### src/rtl/bram_arbiter.sv
// Round-robin arbiter that shares one BRAM between two requesters, A and B.
// It issues at most one read or write per cycle and routes each read's data back to its issuer.
module bram_arbiter #(
    parameter int unsigned width = 4,
    parameter int unsigned depth = 1024,
    localparam int unsigned AW = $clog2(depth - 1)
) (
    input  logic             CLK,
    input  logic             nRST,

    input  logic             reqA__ENA,
    input  logic             reqA__write,
    input  logic [AW-1:0]    reqA__addr,
    input  logic [width-1:0] reqA__data,
    output logic             reqA__RDY,
    output logic             rspA__ENA,
    output logic [width-1:0] rspA__data,

    input  logic             reqB__ENA,
    input  logic             reqB__write,
    input  logic [AW-1:0]    reqB__addr,
    input  logic [width-1:0] reqB__data,
    output logic             reqB__RDY,
    output logic             rspB__ENA,
    output logic [width-1:0] rspB__data,

    output logic             write__ENA,
    output logic [AW-1:0]    write__addr,
    output logic [width-1:0] write__data,
    output logic             read__ENA,
    output logic [AW-1:0]    read__addr,
    input  logic [width-1:0] dataOut,
    input  logic             dataOut__RDY
);

    logic       started_q;
    logic       prio_q, prio_d;
    logic [1:0] pend_owner_q, pend_owner_d;

    logic             grant_a, grant_b, granted;
    logic             sel_write;
    logic [AW-1:0]    sel_addr;
    logic [width-1:0] sel_data;
    logic             rsp_fire;

    // Grants are held off for the first cycle after reset, while BRAM writes are still ignored.
    always_ff @(posedge CLK or negedge nRST) begin
        if (!nRST) begin
            started_q    <= 1'b0;
            prio_q       <= 1'b0;
            pend_owner_q <= 2'b00;
        end else begin
            started_q    <= 1'b1;
            prio_q       <= prio_d;
            pend_owner_q <= pend_owner_d;
        end
    end

    always_comb begin
        grant_a = 1'b0;
        grant_b = 1'b0;
        if (started_q) begin
            if (reqA__ENA && reqB__ENA) begin
                grant_a = ~prio_q;
                grant_b = prio_q;
            end else begin
                grant_a = reqA__ENA;
                grant_b = reqB__ENA;
            end
        end
        granted = grant_a | grant_b;
    end

    always_comb begin
        sel_write = 1'b0;
        sel_addr  = '0;
        sel_data  = '0;
        if (grant_a) begin
            sel_write = reqA__write;
            sel_addr  = reqA__addr;
            sel_data  = reqA__data;
        end else if (grant_b) begin
            sel_write = reqB__write;
            sel_addr  = reqB__addr;
            sel_data  = reqB__data;
        end
    end

    always_comb begin
        reqA__RDY   = grant_a;
        reqB__RDY   = grant_b;
        write__ENA  = granted & sel_write;
        write__addr = '0;
        write__data = '0;
        read__ENA   = granted & ~sel_write;
        read__addr  = '0;
        if (write__ENA) begin
            write__addr = sel_addr;
            write__data = sel_data;
        end
        if (read__ENA) begin
            read__addr = sel_addr;
        end
    end

    // The loser of this cycle's grant is favoured next; idle cycles keep the current order.
    always_comb begin
        prio_d       = prio_q;
        pend_owner_d = 2'b00;
        if (granted) begin
            prio_d = grant_a;
        end
        if (read__ENA) begin
            pend_owner_d = {grant_b, 1'b1};
        end
    end

    // A pending read with no BRAM data strobe is dropped, not retried.
    always_comb begin
        rsp_fire   = pend_owner_q[0] & dataOut__RDY;
        rspA__ENA  = rsp_fire & ~pend_owner_q[1];
        rspB__ENA  = rsp_fire & pend_owner_q[1];
        rspA__data = rspA__ENA ? dataOut : '0;
        rspB__data = rspB__ENA ? dataOut : '0;
    end

endmodule

### config.mk
export PLATFORM = sky130hd
export DESIGN_NAME = bram_arbiter
export DESIGN_NICKNAME = d
export VERILOG_FILES = /design/src/rtl/bram_arbiter.sv
export SDC_FILE = /design/constraint.sdc
export NUM_CORES = 1
export LEC_CHECK = 0
export CAP_MARGIN = 25
export CORE_ASPECT_RATIO = 1.5
export CORE_MARGIN = 2
export CORE_UTILIZATION = 30
export CTS_CLUSTER_DIAMETER = 80
export DETAILED_ROUTE_END_ITERATION = 10
export PLACE_DENSITY_LB_ADDON = 0.05
export SKIP_LAST_GASP = 1
export SLEW_MARGIN = 25
export SYNTH_ARGS = -nofsm -noshare
export SYNTH_HDL_FRONTEND = slang
export SYNTH_SLANG_ARGS = --single-unit
### constraint.sdc
create_clock -name CLK -period 1.9 [get_ports CLK]
set_input_delay 0.38 -clock CLK [delete_from_list [all_inputs] [get_ports CLK]]
set_output_delay 0.38 -clock CLK [all_outputs]
set_load 0.005 [all_outputs]
== Word-level counts from Yosys, hierarchy flattened ==
Index checks and enable logic that the tools add are counted.

* Mux-type cells: 16
* Bitwise gates (word level): 9
* Reduce and logical (&&, ||, !) cells: 1

{| class="wikitable"
|+ Operator list
! kind !! number
|-
| 2-to-1 mux 10 bit || 4
|-
| 2-to-1 mux 4 bit || 5
|-
| 2-to-1 mux 1 bit || 6
|-
| AND 1 bit || 5
|-
| inverter 1 bit || 3
|-
| 2-to-1 mux 2 bit || 1
|-
| logical AND 1 bit || 1
|-
| bitwise OR 1 bit || 1
|}

* Bits in registers: 4
* Bits of input ports: 39
* Output and inout bits: 38
* Word-level logic and storage cells: 29

== Depth between registers and ports, before layout ==
* Word-level depth: 8
* Mapped depth: 5
* Depth with buffers taken out: 4

== Least setup slack after synthesis ==
OpenSTA, ideal clock, no wires.

* Kind: flip-flop to output port
* Start point: reg prio_q
* End point: out read__addr[1]
* Data arrival time: 1.271 ns
* Required time: 1.520 ns
* Slack: 0.249 ns
* Cell stages (with the launch flop): 6
* Path buffers: 2
* Path through: dfrtp_1 nand2b_4 buf_6 a32o_2 buf_6 a22oi_2

* Word-level cells in the longest chain between the ends: 7
* Elaborated cells on any way between the ends: 13
* Those cells by class: 9 x mux; 4 x bitwise

{| class="wikitable"
|+ Ends and longest elaborated chain
! element !! RTL line !! RTL
|-
| start, declared || 37 || <nowiki>logic prio_q, prio_d;</nowiki>
|-
| start signal, assigned || 54 || <nowiki>prio_q <= prio_d;</nowiki>
|-
| 2-to-1 mux 1 bit / inverter 1 bit (equally long branches) || 63, 64 ||
|-
| 2-to-1 mux 1 bit (on tied branches) || 62, 63 ||
|-
| 2-to-1 mux 1 bit (on tied branches) || 82, 62 ||
|-
| 2-to-1 mux 1 bit || 78 || <nowiki>if (grant_a) begin</nowiki>
|-
| inverter 1 bit || 95 || <nowiki>read__ENA = granted & ~sel_write;</nowiki>
|-
| AND 1 bit || 95 ||
|-
| 2-to-1 mux 10 bit * || 101 || <nowiki>if (read__ENA) begin</nowiki>
|-
| end, declared || 31 || <nowiki>output logic [AW-1:0] read__addr,</nowiki>
|}

Mark *: on every way between the ends. The rest lies on a longest branch, timed or not.

== Worst setup path after layout ==
* Start point: reg prio_q
* End point: out write__data[1]

* Word-level cells in the longest chain between the ends: 6
* Elaborated cells on any way between the ends: 12
* Those cells by class: 9 x mux; 3 x bitwise

{| class="wikitable"
|+ Ends and longest elaborated chain
! element !! RTL line !! RTL
|-
| 2-to-1 mux 1 bit / inverter 1 bit (equally long branches) || 63, 64 ||
|-
| 2-to-1 mux 1 bit (on tied branches) || 62, 63 ||
|-
| 2-to-1 mux 1 bit (on tied branches) || 82, 62 ||
|-
| 2-to-1 mux 1 bit / bitwise OR 1 bit (equally long branches) || 78, 71 ||
|-
| AND 1 bit || 92 || <nowiki>write__ENA = granted & sel_write;</nowiki>
|-
| 2-to-1 mux 4 bit * || 97 || <nowiki>if (write__ENA) begin</nowiki>
|-
| end, declared || 29 || <nowiki>output logic [width-1:0] write__data,</nowiki>
|}

Marks and branches as above.

==> qor.txt <==
status = finished with violations
failing checks = negative setup slack
first-pass GRT wire length = 5230 um
GR Layer Usage met3 = 0.03743
Worst VDD drop = 0.3224 mV
synth top area cells = nand3_1 14%, a22oi_2 12%, dfrtp_1 12%
Die ar. = 3148 sq um
drt drc = 0
Mapped Nets = 131
#FFs+latches synth = 4
crit-path cells = a21boi_4 > buf_12 > buf_12 > buf_12 > nand3_4 > a211oi_2 > buf_2
most common cell in the netlist = nand3_1
vias = 1199
Max Slew Vio Count = 0
cells after synthesis = 92
initial antenna violation count = 0
minimum clock period = 2015 ps
Clock Skews = 2.844 ps
drt first-iter violations = 13
core area = 2619 sq um
vias in the first global route = 1152
leading area contributor after synthesis = nand3_1
cell area after synthesis = 812.0 sq um
Initial Util = 0.3101
CP max-delay cell = dfrtp_2
CTS tree = built
H-tree depth = 1
setup violators final = 24
clock tree root driver cell = clkbuf_8
clock sink total = 4
static leakage = 0.9417 nW
largest net degree at the start of global routing = 16
post-detailed-route wirelength per cell = 15.18 um
Worst Setup End Kind = primary output
max_cap viols = 0
RePlAce Congestion = 0.7569
layout cells sized above 1 = 0.6453
Antenna Violating Nets Remaining = 0
Primary FF master, synth = dfrtp_1
Non-Filler Instances = 240
synth warn = 0
overall routed net length = 3643 um
Hold Crit Class = in -> async
Setup crit start kind = register
All-Layer GR Usage = 0.2295
CP arrival = 1630 ps
Vias/cell = 4.996
IO Count = 77
final hold slack = 364.0 ps
Finished Core Util = 0.8127
EDFF count, synth = 0
Crit path top cell by count = buf_12
sequential share of the synthesized area = 0.1233
Clock Latency Late Sink = 220 ps
Nets = 244
HPWL after DPL = 2412 um
row count = 23
Placed Cells = 213
RSZ-0062 raised after global routing = yes
ys async rst share = 1.000
chip height = 67.72 um
required time of the critical path = 1520 ps
met1 Track Usage GR = 0.2275
setup ws final = -114.7 ps
period utilisation layout = 1.060
post-synth top area share = 0.1356
antenna diode count = 0
top cells by count, synth = 22 x nand3_1, 10 x and2_1, 8 x a22oi_2, 7 x a211oi_1, 7 x a211oi_2
TritonCTS Buffers = 3
Max stage delay on crit path = 430 ps
Port Buffers = 76
average cell area after synthesis = 8.826 sq um
met2 Use GR = 0.4514
fmax = 496.4 MHz
DRT Pass-1 Iters = 4
clock tree buffer depth = 2
GR Overflow Total = 0
Most Crowded Layer GR = met2
Layout area overhead = 162.1%
CTS clock-pin slew for the worst setup and hold paths = 30 ps
pwr dens = 397.2 nW/um^2
Die X = 46.48 um
Crit Path Class = reg -> out
Design Area, Final = 2128 sq um
final hold violation count = 0
crit-path max FO = 6
Area after DPL = 1735 sq um
Synth cell types = 24
==> cells in the final DEF, fill, tap and decap left out, drive strengths merged <==
master | netlist | routed
buf | 9 | 69
clkdlybuf4s50 | 0 | 33
nand3 | 28 | 28
a211oi | 14 | 14
dlygate4sd2 | 0 | 12
a22oi | 10 | 10
and2 | 10 | 10
clkbuf | 2 | 5
dfrtp | 4 | 4
nand2 | 2 | 2
nor2 | 2 | 2
a32o | 1 | 2
a21boi | 1 | 1
nand2b | 1 | 1
inv | 2 | 1
clkinvlp | 0 | 1
a32oi | 1 | 1
a2bb2oi | 1 | 1
and3 | 1 | 1
a21oi | 1 | 1
a21o | 1 | 1
dlymetal6s2s | 0 | 1
clkdlybuf4s15 | 0 | 1
conb | 1 | 1
==> stage by stage <==
stage | setup WS [ps] | total power, mW | TNS (ps)
2_1_floorplan | 248.9 | 0.2767 | 0
3_3_place_gp | -720.1 | 0.4969 | -20270
3_5_place_dp | -723.8 | 0.5038 | -20510
4_1_cts | -139.5 | 0.8217 | -1754
5_1_grt | -167.2 | 0.8846 | -2997
6_report | -114.7 | 0.8453 | -1787
==> cell type report <==
type	count	area, sq um
clock buffers	3	41.29
fillers	172	490.5
inverters	2	11.26
multi-input cells	76	809.5
flip-flops and latches	4	101.3
well taps	37	46.29
repair buffers	118	1119
==> final timing paths <==
path	start	end	slack, ps	cells past startpoint
min	nRST	started_q$_DFF_PN0_	360	1
min in group CLK	prio_q$_DFFE_PN0P_	prio_q$_DFFE_PN0P_	560	1
max in group asynchronous	nRST	prio_q$_DFFE_PN0P_	1350	1
max	prio_q$_DFFE_PN0P_	write__data[1]	-110	7
min reg2reg	prio_q$_DFFE_PN0P_	prio_q$_DFFE_PN0P_	560	1
max reg2reg	prio_q$_DFFE_PN0P_	pend_owner_q[1]$_DFF_PN0_	460	7
==> what timing repair did <==
action / 4_1_cts / 5_1_grt
buffers inserted: 19 / 3
pin swaps: 35 / 9
cloned: 2 / 0
gates resized for setup: 170 / 12
setup endpoints to repair: 38 / 34
hold buffers: 0 / 0
==> state kept, by name, indices dropped and copies added (netlist names) <==
name / cells
started_q: 1
pend_owner_q: 2
prio_q: 1
==> report_power, final <==
group | switching, mW | internal, mW | leakage (nW)
Combinational | 0.229 | 0.332 | 0.872
Clock | 0.0420 | 0.135 | 0.0216
Sequential | 0.0107 | 0.0960 | 0.0482
Total | 0.282 | 0.563 | 0.942
==> worst max-delay path, delay by kind of cell, from the launching register on <==
| kind | cells | cell delay [ps] |
|---|---|---|
| AO/OA/AOI/OAI | 2 | 400 |
| buffers and inverters | 4 | 510 |
| flip-flops | 1 | 430 |
| AND/OR/NAND/NOR | 1 | 70 |
==> cells by family after synthesis <==
| logic type | Yosys count | share of synthesized area |
|---|---|---|
| and+or+nand+nor | 44 | 0.3298 |
| buffers and inverters | 13 | 0.1186 |
| AOI/OAI and AO/OA | 30 | 0.4237 |
| other | 1 | 0.004618 |
| DFF | 4 | 0.1233 |
==> metal layers <==
metal / wire length [um] / part of all wire
met2: 2149 / 0.59
met1: 1248 / 0.34
met5: 0 / 0
met4: 48 / 0.013
met3: 197 / 0.054
Note: power is estimated with default switching activity, not from simulation.
